## config.mk

```make
export PLATFORM = sky130hd
export DESIGN_NAME = fp_addsub_pipe
export DESIGN_NICKNAME = d
export VERILOG_FILES = /design/src/rtl/fp_addsub_pipe.sv
export SDC_FILE = /design/constraint.sdc
export NUM_CORES = 1
export LEC_CHECK = 0
export ABC_AREA = 1
export BUFFER_PORTS_ARGS = -buffer_cell sky130_fd_sc_hd__buf_2
export CORE_ASPECT_RATIO = 0.5
export CORE_MARGIN = 8
export CORE_UTILIZATION = 55
export CTS_BUF_LIST = sky130_fd_sc_hd__clkbuf_16
export CTS_CLUSTER_SIZE = 10
export DETAILED_ROUTE_END_ITERATION = 10
export PLACE_DENSITY = 0.76
export SYNTH_ARGS = -nofsm -noshare
export SYNTH_HDL_FRONTEND = slang
export SYNTH_SLANG_ARGS = --single-unit
```

## constraint.sdc

```tcl
create_clock -name clock -period 11.4 [get_ports clock]
set_input_delay 1.71 -clock clock [delete_from_list [all_inputs] [get_ports clock]]
set_output_delay 1.71 -clock clock [all_outputs]
set_load 0.03 [all_outputs]
```

## src/rtl/fp_addsub_pipe.sv

```systemverilog
// ---------------------------------------------------------------------------
// fp_addsub_pipe
//
// Five-stage pipelined floating-point adder/subtractor, parametrised in
// exponent and fraction width (FP32 by default). Sits between the multiplier
// output and the accumulator register of the MAC datapath.
//
//   stage 1  align      : unpack, special-value decode, swap, align smaller op
//   stage 2  add        : effective add / subtract of the aligned significands
//   stage 3  lzd        : leading-zero count, carry-out detect
//   stage 4  normalise  : right shift on carry, else left shift (clamped)
//   stage 5  round      : round-to-nearest-even, overflow/underflow, result mux
//
// Ports
//   clock, resetn            rising-edge clock, asynchronous active-low reset
//   in_valid / in_ready      operand handshake (a, b, op_sub)
//   op_sub                   1: a-b, 0: a+b, sampled with the operands
//   a, b                     operands {sign, exponent, fraction}
//   out_valid / out_ready    result handshake
//   result                   rounded sum / difference
//   flag_ovf/unf/inv/inx     overflow, underflow (flushed), invalid, inexact
//
// Handshake: a transfer happens on a rising edge where valid & ready are both
// high. in_ready = !(out_valid & !out_ready); while it is low every stage
// holds (global stall, bubbles are kept), and result/flags stay stable until
// the consumer takes them. Results leave in issue order.
// ---------------------------------------------------------------------------
module fp_addsub_pipe #(
   parameter int EXP_W = 8,
   parameter int MAN_W = 23
) (
   input  logic                 clock,
   input  logic                 resetn,
   input  logic                 in_valid,
   output logic                 in_ready,
   input  logic                 op_sub,
   input  logic [EXP_W+MAN_W:0] a,
   input  logic [EXP_W+MAN_W:0] b,
   output logic                 out_valid,
   input  logic                 out_ready,
   output logic [EXP_W+MAN_W:0] result,
   output logic                 flag_ovf,
   output logic                 flag_unf,
   output logic                 flag_inv,
   output logic                 flag_inx
);

   localparam int W    = 1 + EXP_W + MAN_W;
   localparam int FW   = MAN_W + 1;           // significand incl. hidden bit
   localparam int AW   = MAN_W + 3;           // significand + guard + round
   localparam int SW   = MAN_W + 5;           // carry, significand, G, R, S
   localparam int LZ_W = $clog2(MAN_W + 5);
   localparam int EW   = EXP_W + 1;           // exponent with headroom

   localparam logic [EXP_W-1:0] EXP_ONES = '1;
   localparam logic [W-1:0]     QNAN     = {1'b0, EXP_ONES, 1'b1, {(MAN_W-1){1'b0}}};

   logic adv;
   assign in_ready = !(out_valid && !out_ready);
   assign adv      = in_ready;

   // ------------------------------------------------------------------------
   // Stage 1: unpack, special values, swap and align
   // ------------------------------------------------------------------------
   logic             a_sign, b_sign;
   logic [EXP_W-1:0] a_exp, b_exp;
   logic [MAN_W-1:0] a_frac, b_frac;
   logic             a_zero, b_zero, a_inf, b_inf, a_nan, b_nan;

   assign a_sign = a[W-1];
   assign b_sign = b[W-1] ^ op_sub;          // effective sign of b
   assign a_exp  = a[W-2:MAN_W];
   assign b_exp  = b[W-2:MAN_W];
   assign a_frac = a[MAN_W-1:0];
   assign b_frac = b[MAN_W-1:0];

   // Denormal inputs (exp = 0) are treated as signed zero.
   assign a_zero = (a_exp == '0);
   assign b_zero = (b_exp == '0);
   assign a_inf  = (a_exp == EXP_ONES) && (a_frac == '0);
   assign b_inf  = (b_exp == EXP_ONES) && (b_frac == '0);
   assign a_nan  = (a_exp == EXP_ONES) && (a_frac != '0);
   assign b_nan  = (b_exp == EXP_ONES) && (b_frac != '0);

   logic             swap;
   logic             x_sign;
   logic [EXP_W-1:0] x_exp, y_exp, diff, al_sh;
   logic [FW-1:0]    x_sig, y_sig;
   logic [2*AW-1:0]  al_wide;

   always_comb begin
      // Magnitude compare on {exponent, fraction} puts the larger op in X.
      swap   = (b[W-2:0] > a[W-2:0]);
      x_sign = a_sign;
      x_exp  = a_exp;
      y_exp  = b_exp;
      x_sig  = {1'b1, a_frac};
      y_sig  = {1'b1, b_frac};
      if (swap) begin
         x_sign = b_sign;
         x_exp  = b_exp;
         y_exp  = a_exp;
         x_sig  = {1'b1, b_frac};
         y_sig  = {1'b1, a_frac};
      end
      diff = x_exp - y_exp;
      // Past AW positions nothing but sticky survives; clamping keeps the
      // shifted-out bits inside the lower half so sticky is never lost.
      al_sh   = (int'(diff) > AW) ? EXP_W'(AW) : diff;
      al_wide = {y_sig, 2'b00, {AW{1'b0}}} >> al_sh;
   end

   logic         sp_hit, sp_inv;
   logic [W-1:0] sp_res;

   always_comb begin
      sp_hit = 1'b1;
      sp_inv = 1'b0;
      sp_res = '0;
      if (a_nan || b_nan) begin
         sp_res = QNAN;
      end else if (a_inf && b_inf) begin
         if (a_sign != b_sign) begin
            sp_res = QNAN;
            sp_inv = 1'b1;
         end else begin
            sp_res = {a_sign, EXP_ONES, {MAN_W{1'b0}}};
         end
      end else if (a_inf) begin
         sp_res = a;
      end else if (b_inf) begin
         sp_res = {b_sign, EXP_ONES, {MAN_W{1'b0}}};
      end else if (a_zero && b_zero) begin
         // -0 only when both effective signs are negative.
         sp_res = {a_sign & b_sign, {(W-1){1'b0}}};
      end else if (a_zero) begin
         sp_res = {b_sign, b[W-2:0]};
      end else if (b_zero) begin
         sp_res = a;
      end else begin
         sp_hit = 1'b0;
      end
   end

   logic             s1_v, s1_spec, s1_inv, s1_sign, s1_sub, s1_yst;
   logic [W-1:0]     s1_res;
   logic [EXP_W-1:0] s1_exp;
   logic [FW-1:0]    s1_mx;
   logic [AW-1:0]    s1_yal;

   // ------------------------------------------------------------------------
   // Stage 2: significand add / subtract (X >= Y so never negative)
   // ------------------------------------------------------------------------
   logic [SW-1:0] add_x, add_y, add_sum;

   always_comb begin
      add_x   = {1'b0, s1_mx, 3'b000};
      add_y   = {1'b0, s1_yal, s1_yst};
      add_sum = s1_sub ? (add_x - add_y) : (add_x + add_y);
   end

   logic             s2_v, s2_spec, s2_inv, s2_sign;
   logic [W-1:0]     s2_res;
   logic [EXP_W-1:0] s2_exp;
   logic [SW-1:0]    s2_mag;

   // ------------------------------------------------------------------------
   // Stage 3: leading-zero count below the carry position
   // ------------------------------------------------------------------------
   logic [LZ_W-1:0] lz_n;

   always_comb begin
      lz_n = LZ_W'(SW - 1);                  // all zero: exact cancellation
      for (int i = 0; i < SW - 1; i++) begin
         if (s2_mag[i]) lz_n = LZ_W'(SW - 2 - i);
      end
   end

   logic             s3_v, s3_spec, s3_inv, s3_sign, s3_carry, s3_zero;
   logic [W-1:0]     s3_res;
   logic [EXP_W-1:0] s3_exp;
   logic [SW-1:0]    s3_mag;
   logic [LZ_W-1:0]  s3_lz;

   // ------------------------------------------------------------------------
   // Stage 4: normalise
   // ------------------------------------------------------------------------
   logic [EW-1:0] nrm_exp, exp_ext;
   logic [SW-2:0] nrm_man;                   // hidden, fraction, G, R, S
   logic          nrm_unf;

   always_comb begin
      exp_ext = {1'b0, s3_exp};
      nrm_unf = 1'b0;
      if (s3_carry) begin
         // Right by one; the dropped LSB folds into sticky.
         nrm_man = {s3_mag[SW-1:2], s3_mag[1] | s3_mag[0]};
         nrm_exp = exp_ext + EW'(1);
      end else begin
         nrm_man = s3_mag[SW-2:0] << s3_lz;
         nrm_exp = exp_ext - EW'(s3_lz);
         // The shift would take the exponent below 1: flush as underflow.
         nrm_unf = !s3_zero && (int'(s3_lz) >= int'(s3_exp));
      end
   end

   logic          s4_v, s4_spec, s4_inv, s4_sign, s4_zero, s4_unf;
   logic [W-1:0]  s4_res;
   logic [EW-1:0] s4_exp;
   logic [SW-2:0] s4_man;

   // ------------------------------------------------------------------------
   // Stage 5: round to nearest even, final result and flags
   // ------------------------------------------------------------------------
   logic             rnd_g, rnd_r, rnd_s, rnd_lsb, rnd_inc, rnd_inx, rnd_ovf;
   logic [MAN_W+1:0] rnd_mant;
   logic [EW-1:0]    rnd_exp;
   logic [MAN_W-1:0] rnd_frac;
   logic [W-1:0]     res_n;
   logic             ovf_n, unf_n, inv_n, inx_n;

   always_comb begin
      rnd_lsb  = s4_man[3];
      rnd_g    = s4_man[2];
      rnd_r    = s4_man[1];
      rnd_s    = s4_man[0];
      rnd_inc  = rnd_g & (rnd_r | rnd_s | rnd_lsb);
      rnd_inx  = rnd_g | rnd_r | rnd_s;
      rnd_mant = {1'b0, s4_man[SW-2:3]} + {{(MAN_W+1){1'b0}}, rnd_inc};
      // A carry out of rounding means the significand became 10.00..0.
      rnd_exp  = s4_exp + {{EXP_W{1'b0}}, rnd_mant[MAN_W+1]};
      rnd_frac = rnd_mant[MAN_W+1] ? rnd_mant[MAN_W:1] : rnd_mant[MAN_W-1:0];
      rnd_ovf  = (rnd_exp >= {1'b0, EXP_ONES});

      res_n = {s4_sign, rnd_exp[EXP_W-1:0], rnd_frac};
      ovf_n = 1'b0;
      unf_n = 1'b0;
      inv_n = 1'b0;
      inx_n = rnd_inx;
      if (s4_spec) begin
         res_n = s4_res;
         inv_n = s4_inv;
         inx_n = 1'b0;
      end else if (s4_zero) begin
         res_n = '0;                         // exact cancellation gives +0
         inx_n = 1'b0;
      end else if (s4_unf) begin
         res_n = {s4_sign, {(W-1){1'b0}}};
         unf_n = 1'b1;
         inx_n = 1'b1;
      end else if (rnd_ovf) begin
         res_n = {s4_sign, EXP_ONES, {MAN_W{1'b0}}};
         ovf_n = 1'b1;
         inx_n = 1'b1;
      end
   end

   // ------------------------------------------------------------------------
   // Valid bits and output register (reset), datapath registers (no reset)
   // ------------------------------------------------------------------------
   always_ff @(posedge clock or negedge resetn) begin
      if (!resetn) begin
         s1_v      <= 1'b0;
         s2_v      <= 1'b0;
         s3_v      <= 1'b0;
         s4_v      <= 1'b0;
         out_valid <= 1'b0;
         result    <= '0;
         flag_ovf  <= 1'b0;
         flag_unf  <= 1'b0;
         flag_inv  <= 1'b0;
         flag_inx  <= 1'b0;
      end else if (adv) begin
         s1_v      <= in_valid;
         s2_v      <= s1_v;
         s3_v      <= s2_v;
         s4_v      <= s3_v;
         out_valid <= s4_v;
         result    <= s4_v ? res_n : '0;
         flag_ovf  <= s4_v & ovf_n;
         flag_unf  <= s4_v & unf_n;
         flag_inv  <= s4_v & inv_n;
         flag_inx  <= s4_v & inx_n;
      end
   end

   always_ff @(posedge clock) begin
      if (adv) begin
         s1_spec  <= sp_hit;
         s1_inv   <= sp_inv;
         s1_res   <= sp_res;
         s1_sign  <= x_sign;
         s1_sub   <= a_sign ^ b_sign;
         s1_exp   <= x_exp;
         s1_mx    <= x_sig;
         s1_yal   <= al_wide[2*AW-1:AW];
         s1_yst   <= |al_wide[AW-1:0];

         s2_spec  <= s1_spec;
         s2_inv   <= s1_inv;
         s2_res   <= s1_res;
         s2_sign  <= s1_sign;
         s2_exp   <= s1_exp;
         s2_mag   <= add_sum;

         s3_spec  <= s2_spec;
         s3_inv   <= s2_inv;
         s3_res   <= s2_res;
         s3_sign  <= s2_sign;
         s3_exp   <= s2_exp;
         s3_mag   <= s2_mag;
         s3_lz    <= lz_n;
         s3_carry <= s2_mag[SW-1];
         s3_zero  <= (s2_mag == '0);

         s4_spec  <= s3_spec;
         s4_inv   <= s3_inv;
         s4_res   <= s3_res;
         s4_sign  <= s3_sign;
         s4_zero  <= s3_zero;
         s4_unf   <= nrm_unf;
         s4_exp   <= nrm_exp;
         s4_man   <= nrm_man;
      end
   end

endmodule

```

==> summary.md <==
| Metric | Value |
|---|---|
| Initial antenna violation count | 2 |
| Share of the yosys chip area belonging to registers | 50.91% |
| Power per cell area | 264.3 nW/um^2 |
| Post-Syn Instances | 2342 |
| Period utilisation layout | 65.56% |
| Total routing resource utilization after global routing | 25.43% |
| Final Util | 61.17% |
| Most numerous cell on the critical path | sky130_fd_sc_hd__nand2_1 |
| DRC violation count after routing | 0 |
| Buffers inserted by post-CTS timing repair | 0 |
| Share of synthesized registers carrying an async set or reset | 11.52% |
| Run status | complete, no violations |
| Data arrival, critical path | 7.75 ns |
| Via density per instance | 5.799 |
| Yosys warning count | 0 |
| Final setup vio count | 0 |
| Insertion delay of the later-clocked pin in the worst-skew pair | 0.56 ns |
| Final GP Congestion | 1.023 |
| Post-detail-place hpwl | 43460 um |
| Hold violation total from the final report | 0 |
| Peak ir drop on the vdd network | 0.0001552 V |
| Effective utilization at floorplan | 55.42% |
| IO buf count | 106 |
| CP Class | input port to flip-flop |
| Die width | 289.7 um |
| Synthesis-to-layout area growth | 10.37% |
| Stage delay of the slowest cell on the critical path | 0.76 ns |
| Setup TNS | 0 ns |
| Max Freq | 0.1338 GHz |
| Slowest cell on crit path | sky130_fd_sc_hd__a21oi_2 |
| Number of enable-type register cells in the synthesized netlist | 315 |
| Leading cell types in the layout, fill and taps excluded | 526 x sky130_fd_sc_hd__nand2_1, 315 x sky130_fd_sc_hd__edfxtp_1, 300 x sky130_fd_sc_hd__inv_1, 203 x sky130_fd_sc_hd__o21ai_0, 193 x sky130_fd_sc_hd__nand3_1 |
| Post-route ant nets | 0 |
| Largest net degree at the start of global routing | 116 |
| Post_cts resized | 0 |
| CTS Hold Buffers Added | 0 |
| Total cell area at the placement stage | 21490 um^2 |
| Filler instances | 3162 |
| Final design area excluding fillers | 22730 um^2 |
| Num ports | 107 |
| Worst endpoint required time | 11.68 ns |
| Clock tree from TritonCTS | built |
| Worst setup EP type | flip-flop |
| Prevailing post-synth register cell | sky130_fd_sc_hd__edfxtp_1 |
| Per-cell routed wire length | 19.80 um |
| Vias | 17020 |
| Unrepaired setup endpoints after global routing | no |
| Type of origin of the critical path | input port |
| HP Class | flip-flop to flip-flop |
| Total CTS buffers | 42 |
| Dpl ws | 3.537 ns |
| CTS Sinks | 356 |
| Most common cell after layout, fill and taps aside | sky130_fd_sc_hd__nand2_1 |
| Remaining global-route overflow | 0 |
| Vert. Die Dim | 152.8 um |
| Drt pass-1 iters | 7 |
| Number of library cell types mapped by synthesis | 60 |
| Layout cells sized above 1 | 8.070% |
| Cell chosen for the clock root | sky130_fd_sc_hd__clkbuf_16 |
| Relative max-transition margin | 9.851% |
| Mapped Nets | 2502 |
| Maximum level of the CTS H-tree | 2 |
| Actual slew at the worst max-slew pin | 1.340 ns |
| Number of antenna repair diodes | 0 |
| Detailed Route Iter0 Violations | 1774 |
| Final worst clock skew | 0.03024 ns |
| Final min period | 7.474 ns |
| Lkg Pwr | 0.01024 uW |
| Overall die area | 44270 um^2 |
| Post-layout net count | 2578 |
| Final Worst Setup Slack | 3.926 ns |
| Vias in the first global route | 15740 |
| Number of max-cap violations | 0 |
| Longest Clk Path Bufs | 3 |
| Area of the core | 37160 um^2 |
| Row cnt | 50 |
| First-pass GRT wire length | 88710 um |
| Mapped cell area | 20590 um^2 |
| WL final | 58120 um |
| Number of register bits inferred by synthesis | 356 |
| Mean cell area of the mapped netlist | 8.794 um^2 |
| Final Slew Violations | 0 |
| Clock-pin slew of the registers on the worst-case setup and hold paths | 0.05 ns |
| Critical Path Fanout Max | 115 |
## registers in the layout, summed over array words and instances (netlist names), 5 cells and up
signal / count
s3_mag: 27
s1_res: 32
result: 32
s2_res: 32
s3_exp: 8
s2_exp: 8
s1_yal: 26
s3_lz: 5
s4_exp: 9
s1_exp: 8
s4_man: 27
s3_res: 32
s4_res: 32
s1_mx: 23
s2_mag: 28
## kinds of logic (layout without fill, tap and decap cells)
family	count (synthesis)	after routing	share of synthesized area, %
fa+ha+maj	91	91	5.601
compound gates	426	426	11.95
buf+inv	379	478	7.102
simple gates	1027	1027	21.67
flops	356	356	50.91
xor+xnor	49	49	2.084
mux	14	14	0.6804
## stage by stage
| step | total power, uW | instances | hold WS, ns |
|---|---|---|---|
| 2_1_floorplan | 4099 | 2342 | 0.4003 |
| 3_3_place_gp | 4712 | 2868 | 0.4022 |
| 3_5_place_dp | 4756 | 2868 | 0.4045 |
| 4_1_cts | 5985 | 2935 | 0.3909 |
| 5_1_grt | 6373 | 2935 | 0.4017 |
| 6_report | 6008 | 2935 | 0.4054 |
## power by group
group	internal, uW	leakage (uW)	switching, uW	total [uW]
clock network	684	0.000670	515	1200
registers	2170	0.00389	369	2540
logic	703	0.00569	1570	2270
## per-layer routing
| layer | up-vias | wire length (um) | GRT usage, % |
|---|---|---|---|
| li1 | 8201 | - | - |
| met1 | 7893 | 26240 | 37.06 |
| met2 | 804 | 25200 | 38.97 |
| met3 | 117 | 5065 | 4.247 |
| met4 | 4 | 1597 | 7.146 |
| met5 | - | 21 | 0 |
## cell usage after synthesis, drive strengths merged (14+ instances only)
cell | instances | area share, %
nor3 | 21 | 0.51
nand3 | 194 | 4.7
mux2i | 14 | 0.68
a21oi | 102 | 2.6
o22ai | 18 | 0.55
dfrtp | 41 | 5.0
nand2 | 531 | 9.8
nor2 | 191 | 3.7
inv | 287 | 5.2
a22oi | 24 | 0.87
xor2 | 41 | 1.7
o21ai | 205 | 5.0
clkbuf | 65 | 1.2
buf | 23 | 0.61
edfxtp | 315 | 46
nand4 | 60 | 1.9
ha | 89 | 5.4
nor4 | 16 | 0.49
## worst max-delay path, delay by kind of cell
kind / cells / cell delay (ns)
fa+ha+maj: 2 / 0.58
simple gates: 21 / 3.22
buf+inv: 4 / 0.96
compound gates: 3 / 1.25
## final timing paths
kind | start | depth (start not counted) | to | slack [ns]
worst max-delay path | a[26] | 30 | s1_yst | 3.93
worst min-delay path | s1_res[10] | 0 | s2_res[10] | 0.41
worst max register to register | s4_man[2] | 27 | result[0] | 5.61
worst min register to register | s1_res[10] | 0 | s2_res[10] | 0.41
max in group asynchronous | resetn | 1 | result[21] | 9.54
min in group asynchronous | resetn | 1 | result[27] | 1.29
## final cells by class
cell class	count	area, um^2	share of cell area [%]
Inverter	291	1100	4.838
Clock buffer	43	1076	4.734
Tap cell	494	618.1	2.719
Multi-Input combinational cell	1607	8652	38.06
Clock inverter	24	163.9	0.7211
Timing Repair Buffer	120	635.6	2.796
Sequential cell	356	10490	46.13
(Power assumes the default switching activity.)
